**src/rtl/dot_scroll_ctrl.sv**
```systemverilog
// Ten-column dot-matrix window controller: static column writes or timed
// right-to-left scrolling fed from a small column FIFO.
module dot_scroll_ctrl #(
  parameter int SCROLL_DIV = 50000,
  parameter int FIFO_DEPTH = 4
) (
  input  logic        clk,
  input  logic        reset,
  input  logic        enable,
  input  logic        mode,
  input  logic        clear,
  input  logic        col_valid,
  input  logic [13:0] col_data,
  output logic        col_ready,
  output logic [13:0] dot_data0,
  output logic [13:0] dot_data1,
  output logic [13:0] dot_data2,
  output logic [13:0] dot_data3,
  output logic [13:0] dot_data4,
  output logic [13:0] dot_data5,
  output logic [13:0] dot_data6,
  output logic [13:0] dot_data7,
  output logic [13:0] dot_data8,
  output logic [13:0] dot_data9,
  output logic        busy,
  output logic        step
);

  localparam int PW = $clog2(SCROLL_DIV);
  localparam int AW = (FIFO_DEPTH > 1) ? $clog2(FIFO_DEPTH) : 1;
  localparam int CW = $clog2(FIFO_DEPTH + 1);
  localparam logic [PW-1:0] PRESC_LAST = PW'(SCROLL_DIV - 1);
  localparam logic [CW-1:0] FIFO_FULL  = CW'(FIFO_DEPTH);
  localparam logic [AW-1:0] PTR_LAST   = AW'(FIFO_DEPTH - 1);

  typedef enum logic [1:0] {IDLE, STATIC, SCROLL} state_t;

  state_t          state, next_state;
  logic [PW-1:0]   presc;
  logic [3:0]      wr_col;
  logic [13:0]     win [10];
  logic [13:0]     mem [FIFO_DEPTH];
  logic [AW-1:0]   rd_ptr, wr_ptr;
  logic [CW-1:0]   count;

  logic transfer, push, pop, shift, static_wr, flush, fifo_empty;

  // NOTE: combinational blocks assign every output a default first so no latch is inferred.
  always_comb begin
    next_state = state;
    col_ready  = 1'b0;
    step       = 1'b0;
    unique case (state)
      IDLE: begin
        if (enable) next_state = mode ? SCROLL : STATIC;
      end
      STATIC: begin
        col_ready = 1'b1;
        if (!enable)   next_state = IDLE;
        else if (mode) next_state = SCROLL;
      end
      SCROLL: begin
        col_ready = (count != FIFO_FULL);
        step      = (presc == PRESC_LAST);
        if (!enable)    next_state = IDLE;
        else if (!mode) next_state = STATIC;
      end
      default: next_state = IDLE;
    endcase
  end

  assign fifo_empty = (count == '0);
  assign busy       = !fifo_empty;
  assign transfer   = col_valid && col_ready && !clear;
  assign static_wr  = transfer && (state == STATIC);
  assign push       = transfer && (state == SCROLL);
  assign shift      = step && !clear;
  assign pop        = shift && !fifo_empty;
  // Leaving SCROLL for STATIC drops queued columns and restarts writes at the left edge.
  assign flush      = clear || ((state == SCROLL) && (next_state == STATIC));

  // NOTE: sequential state uses non-blocking assignments so all registers update together.
  always_ff @(posedge clk or negedge reset) begin
    if (!reset) state <= IDLE;
    else        state <= next_state;
  end

  // The prescaler only runs while staying in SCROLL; any exit or clear restarts it at 0.
  always_ff @(posedge clk or negedge reset) begin
    if (!reset)                                              presc <= '0;
    else if (clear || state != SCROLL || next_state != SCROLL) presc <= '0;
    else if (presc == PRESC_LAST)                            presc <= '0;
    else                                                     presc <= presc + 1'b1;
  end

  always_ff @(posedge clk or negedge reset) begin
    if (!reset)                      wr_col <= '0;
    else if (flush)                  wr_col <= '0;
    else if (static_wr)              wr_col <= (wr_col == 4'd9) ? 4'd0 : wr_col + 4'd1;
  end

  always_ff @(posedge clk or negedge reset) begin
    if (!reset) begin
      for (int i = 0; i < 10; i++) win[i] <= '0;
    end else if (clear) begin
      for (int i = 0; i < 10; i++) win[i] <= '0;
    end else if (shift) begin
      for (int i = 0; i < 9; i++) win[i] <= win[i+1];
      win[9] <= pop ? mem[rd_ptr] : 14'h0000;
    end else if (static_wr) begin
      win[wr_col] <= col_data;
    end
  end

  // NOTE: FIFO storage has no reset; the pointers and count alone define which entries are valid.
  always_ff @(posedge clk) begin
    if (push && !flush) mem[wr_ptr] <= col_data;
  end

  always_ff @(posedge clk or negedge reset) begin
    if (!reset) begin
      rd_ptr <= '0;
      wr_ptr <= '0;
      count  <= '0;
    end else if (flush) begin
      rd_ptr <= '0;
      wr_ptr <= '0;
      count  <= '0;
    end else begin
      if (push) wr_ptr <= (wr_ptr == PTR_LAST) ? '0 : wr_ptr + 1'b1;
      if (pop)  rd_ptr <= (rd_ptr == PTR_LAST) ? '0 : rd_ptr + 1'b1;
      unique case ({push, pop})
        2'b10:   count <= count + 1'b1;
        2'b01:   count <= count - 1'b1;
        default: count <= count;
      endcase
    end
  end

  assign dot_data0 = win[0];
  assign dot_data1 = win[1];
  assign dot_data2 = win[2];
  assign dot_data3 = win[3];
  assign dot_data4 = win[4];
  assign dot_data5 = win[5];
  assign dot_data6 = win[6];
  assign dot_data7 = win[7];
  assign dot_data8 = win[8];
  assign dot_data9 = win[9];

endmodule

```
**config.mk**
```make
export PLATFORM = sky130hd
export DESIGN_NAME = dot_scroll_ctrl
export DESIGN_NICKNAME = d
export VERILOG_FILES = /design/src/rtl/dot_scroll_ctrl.sv
export SDC_FILE = /design/constraint.sdc
export NUM_CORES = 1
export LEC_CHECK = 0
export ABC_AREA = 1
export CORE_ASPECT_RATIO = 1.75
export CORE_MARGIN = 2
export CORE_UTILIZATION = 25
export DETAILED_ROUTE_END_ITERATION = 8
export GPL_ROUTABILITY_DRIVEN = 0
export HOLD_SLACK_MARGIN = 0.05
export PLACE_DENSITY = 0.51
export REMOVE_ABC_BUFFERS = 1
export SLEW_MARGIN = 20
export SYNTH_ARGS = -nofsm -noshare
export SYNTH_HDL_FRONTEND = slang
export SYNTH_SLANG_ARGS = --single-unit
```
**constraint.sdc**
```tcl
create_clock -name clk -period 3 [get_ports clk]
set_clock_uncertainty 0.05 [all_clocks]
set_input_delay 0.6 -clock clk [delete_from_list [all_inputs] [get_ports clk]]
set_output_delay 0.6 -clock clk [all_outputs]
set_load 0.01 [all_outputs]
```
Word level (Yosys, flattened, before mapping)
Memory sizes are Yosys's and may differ from the RTL's.
Index checks and enable logic that the tools add are counted.
- register bits: 169
- bits in writable memories: 56
- bits of input ports: 20
- output and inout port bits: 143
- word-level logic and storage cells: 91
- memories: 1
- add/subtract/negate cells: 6
- $lt $le $gt $ge: 2
- eq/ne operators: 12
- muxes and demuxes: 31
- bitwise gates (word level): 1
- reductions and logical operators: 22
- memory list (name ; depth ; bits a word ; read ports ; clocked after Yosys merged registers in ; write ports ; RTL line ; text):
    mem ; 4 ; 14 ; 1 ; 0 ; 1 ; 42 ; logic [13:0] mem [FIFO_DEPTH];
- operators by type and width (cell ; count):
    two-way mux 140 bit ; 3
    bitwise mux 140 bit ; 1
    demux 14 bit (select 4 bit) ; 1
    two-way mux 16 bit ; 2
    two-way mux 14 bit ; 2
    two-way mux 2 bit ; 12
    adder 16 x 1 -> 16 bit, second input constant ; 1
    equality test 16 bit, second input constant ; 1
    two-way mux 4 bit ; 3
    logical AND 1 bit ; 9
    equality test 2 bit, second input constant ; 4
    equality test 2 x 1 -> 1 bit, second input constant ; 3
    case mux 2 bit (3 select lines) ; 1
    case mux 3 bit (2 select lines) ; 1
    nonzero test 2 bit ; 3
    nonzero test 3 bit ; 2
    >= comparator 5 bit, second input constant ; 1
    < comparator 5 x 1 -> 1 bit, second input constant ; 1
    inverter 4 -> 5 bit ; 1
    adder 2 x 1 -> 2 bit, second input constant ; 2
    adder 4 x 1 -> 4 bit, second input constant ; 1
    equality test 4 bit, second input constant ; 1
    inequality test 2 bit, second input constant ; 2
    adder 3 x 1 -> 3 bit, second input constant ; 1
    9 further kinds ; 15

Longest topological paths before layout
- depth after elaboration: 10
- depth in mapped cells: 15
- depth with buffers taken out: 15

Worst setup path after synthesis
No wires, ideal clock.
- path kind: register to register
- start: register state[0]
- end: memory mem[0][0], enable pin
- setup time: 0.385 ns
- arrival: 2.098 ns
- required time: 2.565 ns
- setup slack: 0.467 ns
- stages on the path, launching flop included: 11
- buffers on the path: 0
- clock period less this slack: 2.533 ns
- cells stage by stage: dfrtp_1 -> inv_1 -> ha_1 -> nand2_1 -> nor2_1 -> nor2_1 -> nand3_1 -> nor2_1 -> nor2_2 -> nand2_1 -> nor2_1
- word-level cells in the longest chain between the ends: 10
- elaborated cells on any way between the ends: 20
- those cells by class: eq/ne (3); mux (9); reduce/logical (8)
- ends and longest elaborated chain (item ; RTL line ; text):
    from (decl) ; 38 ; state_t state, next_state;
    from (signal assigned) ; 85 ; else state <= next_state;
    two-way mux 2 bit (on tied branches) ; 66, 60 ;
    two-way mux 2 bit (on tied branches) ; 65, 59 ;
    case mux 2 bit (3 select lines) ; 53 ; unique case (state)
    equality test 2 x 1 -> 1 bit ; 80 ; assign flush = clear || ((state == SCROLL) && (next_state == STATIC));
    logical AND 1 bit ; 80 ;
    logical OR 1 bit ; 80 ;
    logical NOT 1 bit ; 117 ; if (push && !flush) mem[wr_ptr] <= col_data;
    logical AND 1 bit * ; 117 ;
    two-way mux 1 bit * ; 117 ;
    two-way mux 1 bit (not written as such) * ; 117 ;
    to (decl) ; 42 ;
Mark *: on every way between the ends. The rest lies on a longest branch, timed or not.

Worst setup path after layout
- start: register state[0]
- end: output col_ready
- word-level cells in the longest chain between the ends: 2
- elaborated cells on any way between the ends: 3
- those cells by class: eq/ne (2); mux (1)
- ends and longest elaborated chain (item ; RTL line ; text):
    equality test 2 bit or equality test 2 x 1 -> 1 bit (tied branches) ; 53 ;
    case mux 1 bit (2 select lines) * ; 53 ;
    to (decl) ; 14 ; output logic col_ready,
Marked as above.

==> implementation parameters <==
Parameter                              Value

Global route
  First-pass GRT wire length ... ~65,000 µm
  Initial antenna violation count ... 0
  Sum of overflow across all layers after global routing ... 0
  Pin count of the biggest net entering global routing ... 73
  GRT Util Overall ... approximately 18%
  Via count of the first global-routing pass ... 10,600

Floorplan
  # IOs ... 163
  Die Y ... 288 µm
  Total core area ... around 46,000 µm²
  Row count ... roughly 100
  DIE AREA ... 47,800 µm²
  Die outline width ... 166 µm
  Starting density of the core ... 25.2%

STA
  Final setup viols ... 0
  Achievable frequency ... 0.349 GHz
  RSZ-0062 raised after global routing ... no
  Final worst path period need ... ~2.9 ns
  Final worst slack ... 0.136 ns
  Total negative slack ... 0 ns
  Relative slew margins ... 29.2%
  Pin slew with the least headroom to its limit ... 1.06 ns
  Post-route fraction of the period consumed by the critical path ... 95.5%
  Final Slew Violations ... 0
  Hold slack ... 0.425 ns
  Fin. Hold Viols ... 0

Layout
  Share of cells above drive strength 1 ... between 6 and 7%
  Non-Filler Cell Area, Final ... between 10,000 and 15,000 µm²
  Number of diodes added for antenna fixing ... 0
  Fillers ... 4,795
  Non-filler cells, final ... 2,195
  Number of nets in the finished design ... 1,628
  Area growth, synth to finish ... 26.4%

Critical path
  Source of the worst register-to-register timing path ... state[0]$_DFF_PN0_
  Arr. time, crit path ... 2.21 ns
  Kind of start point of the critical path ... flip-flop
  Largest fanout on the critical path ... 4
  Endpoint kind of the worst setup timing path ... output port
  Type of the setup path with the least slack ... flip-flop to output port
  Path depth of the worst reg2reg path ... 14
  Worst Path Required ... about 2.4 ns
  Slack of the worst reg-to-reg path ... 0.41 ns
  Endpoint of the lowest-slack register-to-register path ... count[2]$_DFFE_PN0P_

Route
  Routed WL ... 42,800 µm
  Count of vias placed by the detailed router ... 10,300
  First-iteration detailed-routing DRC count ... 668
  Count of unresolved DRC violations after routing ... 0
  Average detailed-routed wire length per instance ... 19.5 µm
  Count of antenna-violating nets left after detailed routing ... 0
  Detailed-router iteration count before antenna repair ... 5
  Per-cell via count in the routed design ... 4.69

CTS
  CTS Buffer Depth ... 3
  Clock H-tree levels ... 1
  Number of clock buffers inserted by TritonCTS ... 22
  Cell at the root of the clock tree ... clkbuf_16
  Clock transition at the register clock pins on the worst setup and hold paths after CTS ... 0.07 ns
  CTS sink count ... 225
  Clock latency on the worst-skew pair ... roughly 0.52 ns
  TritonCTS clock tree ... yes

Worst hold path
  Worst Min Path Start ... presc[0]$_DFF_PN0_
  End point of the worst hold path ... presc[0]$_DFF_PN0_
  Type of the tightest min-delay check ... flip-flop to flip-flop
  Number of cells traversed by the worst hold path ... 1

Power
  Leak ... ~6.2 nW
  Maximum ir drop on the vdd rail ... 0.311 mV
  P per Cell Area ... 453 nW/µm²

Placement
  Half-perimeter wire length after detailed placement ... about 32,000 µm
  Placement Setup Slack ... 0.177 ns
  Count of buffers from port buffering ... around 160
  Cell area after placement ... 13,900 µm²
  Inst Count DP ... approximately 2,200

Synthesis
  Mapped Avg Cell Area ... 8.06 µm²
  Yosys cell types ... 44
  Commonest cells in the synthesized netlist ... nand2_1 (506), dfrtp_1 (169), inv_1 (148)
  Post-synthesis async set-or-reset flop share ... 75.1%
  Seq cells post-synth ... 225
  Part of the Yosys area used for sequential elements ... 51.3%
  Yosys Warn Count ... 0
  Synth Flop Type ... dfrtp_1
  Syn Inst Count ... around 1,400
  Area fraction of the dominant cell type after synthesis ... a little under two fifths
  Largest cells by area after synthesis ... dfrtp_1 (37%), nand2_1 (16%), edfxtp_1 (15%)
  Number of flops mapped to enable cells by yosys ... 56
  Top-count cell post-synth ... nand2_1
  Synth area leader ... dfrtp_1
  Mapped Area ... approximately 12,000 µm²

Run
  Max-capacitance violation count ... 0

Run status
  Status ... finished clean
## where the power goes
group / switching [W] / leakage [nW] / internal [W]
registers: 0.0000494 / 2.85 / 0.00319
logic: 0.000473 / 3.02 / 0.000222
clock network: 0.00122 / 0.309 / 0.00144
## critical path, stage by stage (launching register included)
cell             delay [ns]
dfrtp_1                0.41
inv_1                  0.12
ha_1                   0.37
a21boi_0               0.22
clkdlybuf4s50_1        0.57
## per-layer routing
layer	global-route usage (%)	routed length, µm	vias to the layer above
met5	0	0	-
met4	10.5	2650	0
met3	2.09	1950	91
met2	32.6	22300	334
met1	19.6	15900	4904
li1	-	-	4968
## area by class of cell
class	count	area (µm²)	area share [%]
clock inverter	7	38.8	0.267
tap	583	729	5.01
clock buffer	32	619	4.26
sequential	225	5910	40.6
inverter	164	623	4.28
timing repair buffer	205	2010	13.8
multi-input combinational	979	4620	31.7
## metrics by stage
stage          power (W)  utilization (%)
2_1_floorplan    0.00360                -
3_3_place_gp     0.00398             30.4
3_5_place_dp     0.00399             30.4
4_1_cts          0.00667             31.8
5_1_grt          0.00682             31.9
6_report         0.00659             31.9
## how the worst max path moves through the flow
stage	startpoint	end	slack [ns]	depth (start not counted)
finish	state[0]$_DFF_PN0_	col_ready	0.14	4
global route	presc[0]$_DFF_PN0_	step	0.01	6
CTS	presc[0]$_DFF_PN0_	step	0.005	6
detailed placement	clear	count[2]$_DFFE_PN0P_	0.18	12
global placement	clear	count[2]$_DFFE_PN0P_	0.20	12
floorplan	state[0]$_DFF_PN0_	dot_data9[0]$_DFFE_PN0P_	-0.13	9
## cells in the final DEF (no fill, tap or decap), drive strengths merged, types with 9 or more instances in the layout
cell type      instances
buf                   43
ha                    10
dfrtp                169
inv                  159
o31ai                 14
a21oi                 36
nor2                  71
clkdlybuf4s50        161
nand3                 51
clkinv                 9
nand4                 56
nand2                518
o21ai                186
clkbuf                32
edfxtp                56
## state kept, by name, indices dropped and copies added, names as in the netlist
register and count:
mem 56, presc 16, dot_data0 14, dot_data1 14, dot_data2 14, dot_data3 14, dot_data4 14, dot_data5 14
dot_data6 14, dot_data7 14, dot_data8 14, dot_data9 14, wr_col 4, count 3, rd_ptr 2, state 2
wr_ptr 2
## what timing repair did
item                                   4_1_cts  5_1_grt
hold buffers                                 1        0
setup endpoints to repair                    0        2
endpoints found under the hold margin       32        0
buffers inserted                             0        0
gates resized for setup                      0        3
## logic make-up after synthesis
kind of cell | synth area share (%)
and+or+nand+nor | 26.7
xor gates and xnor gates | 0.761
adders and majority gates | 1.26
AOI/OAI and AO/OA | 11.2
DFF | 51.3
buffers and inverters | 8.66
(Power assumes the default switching activity.)
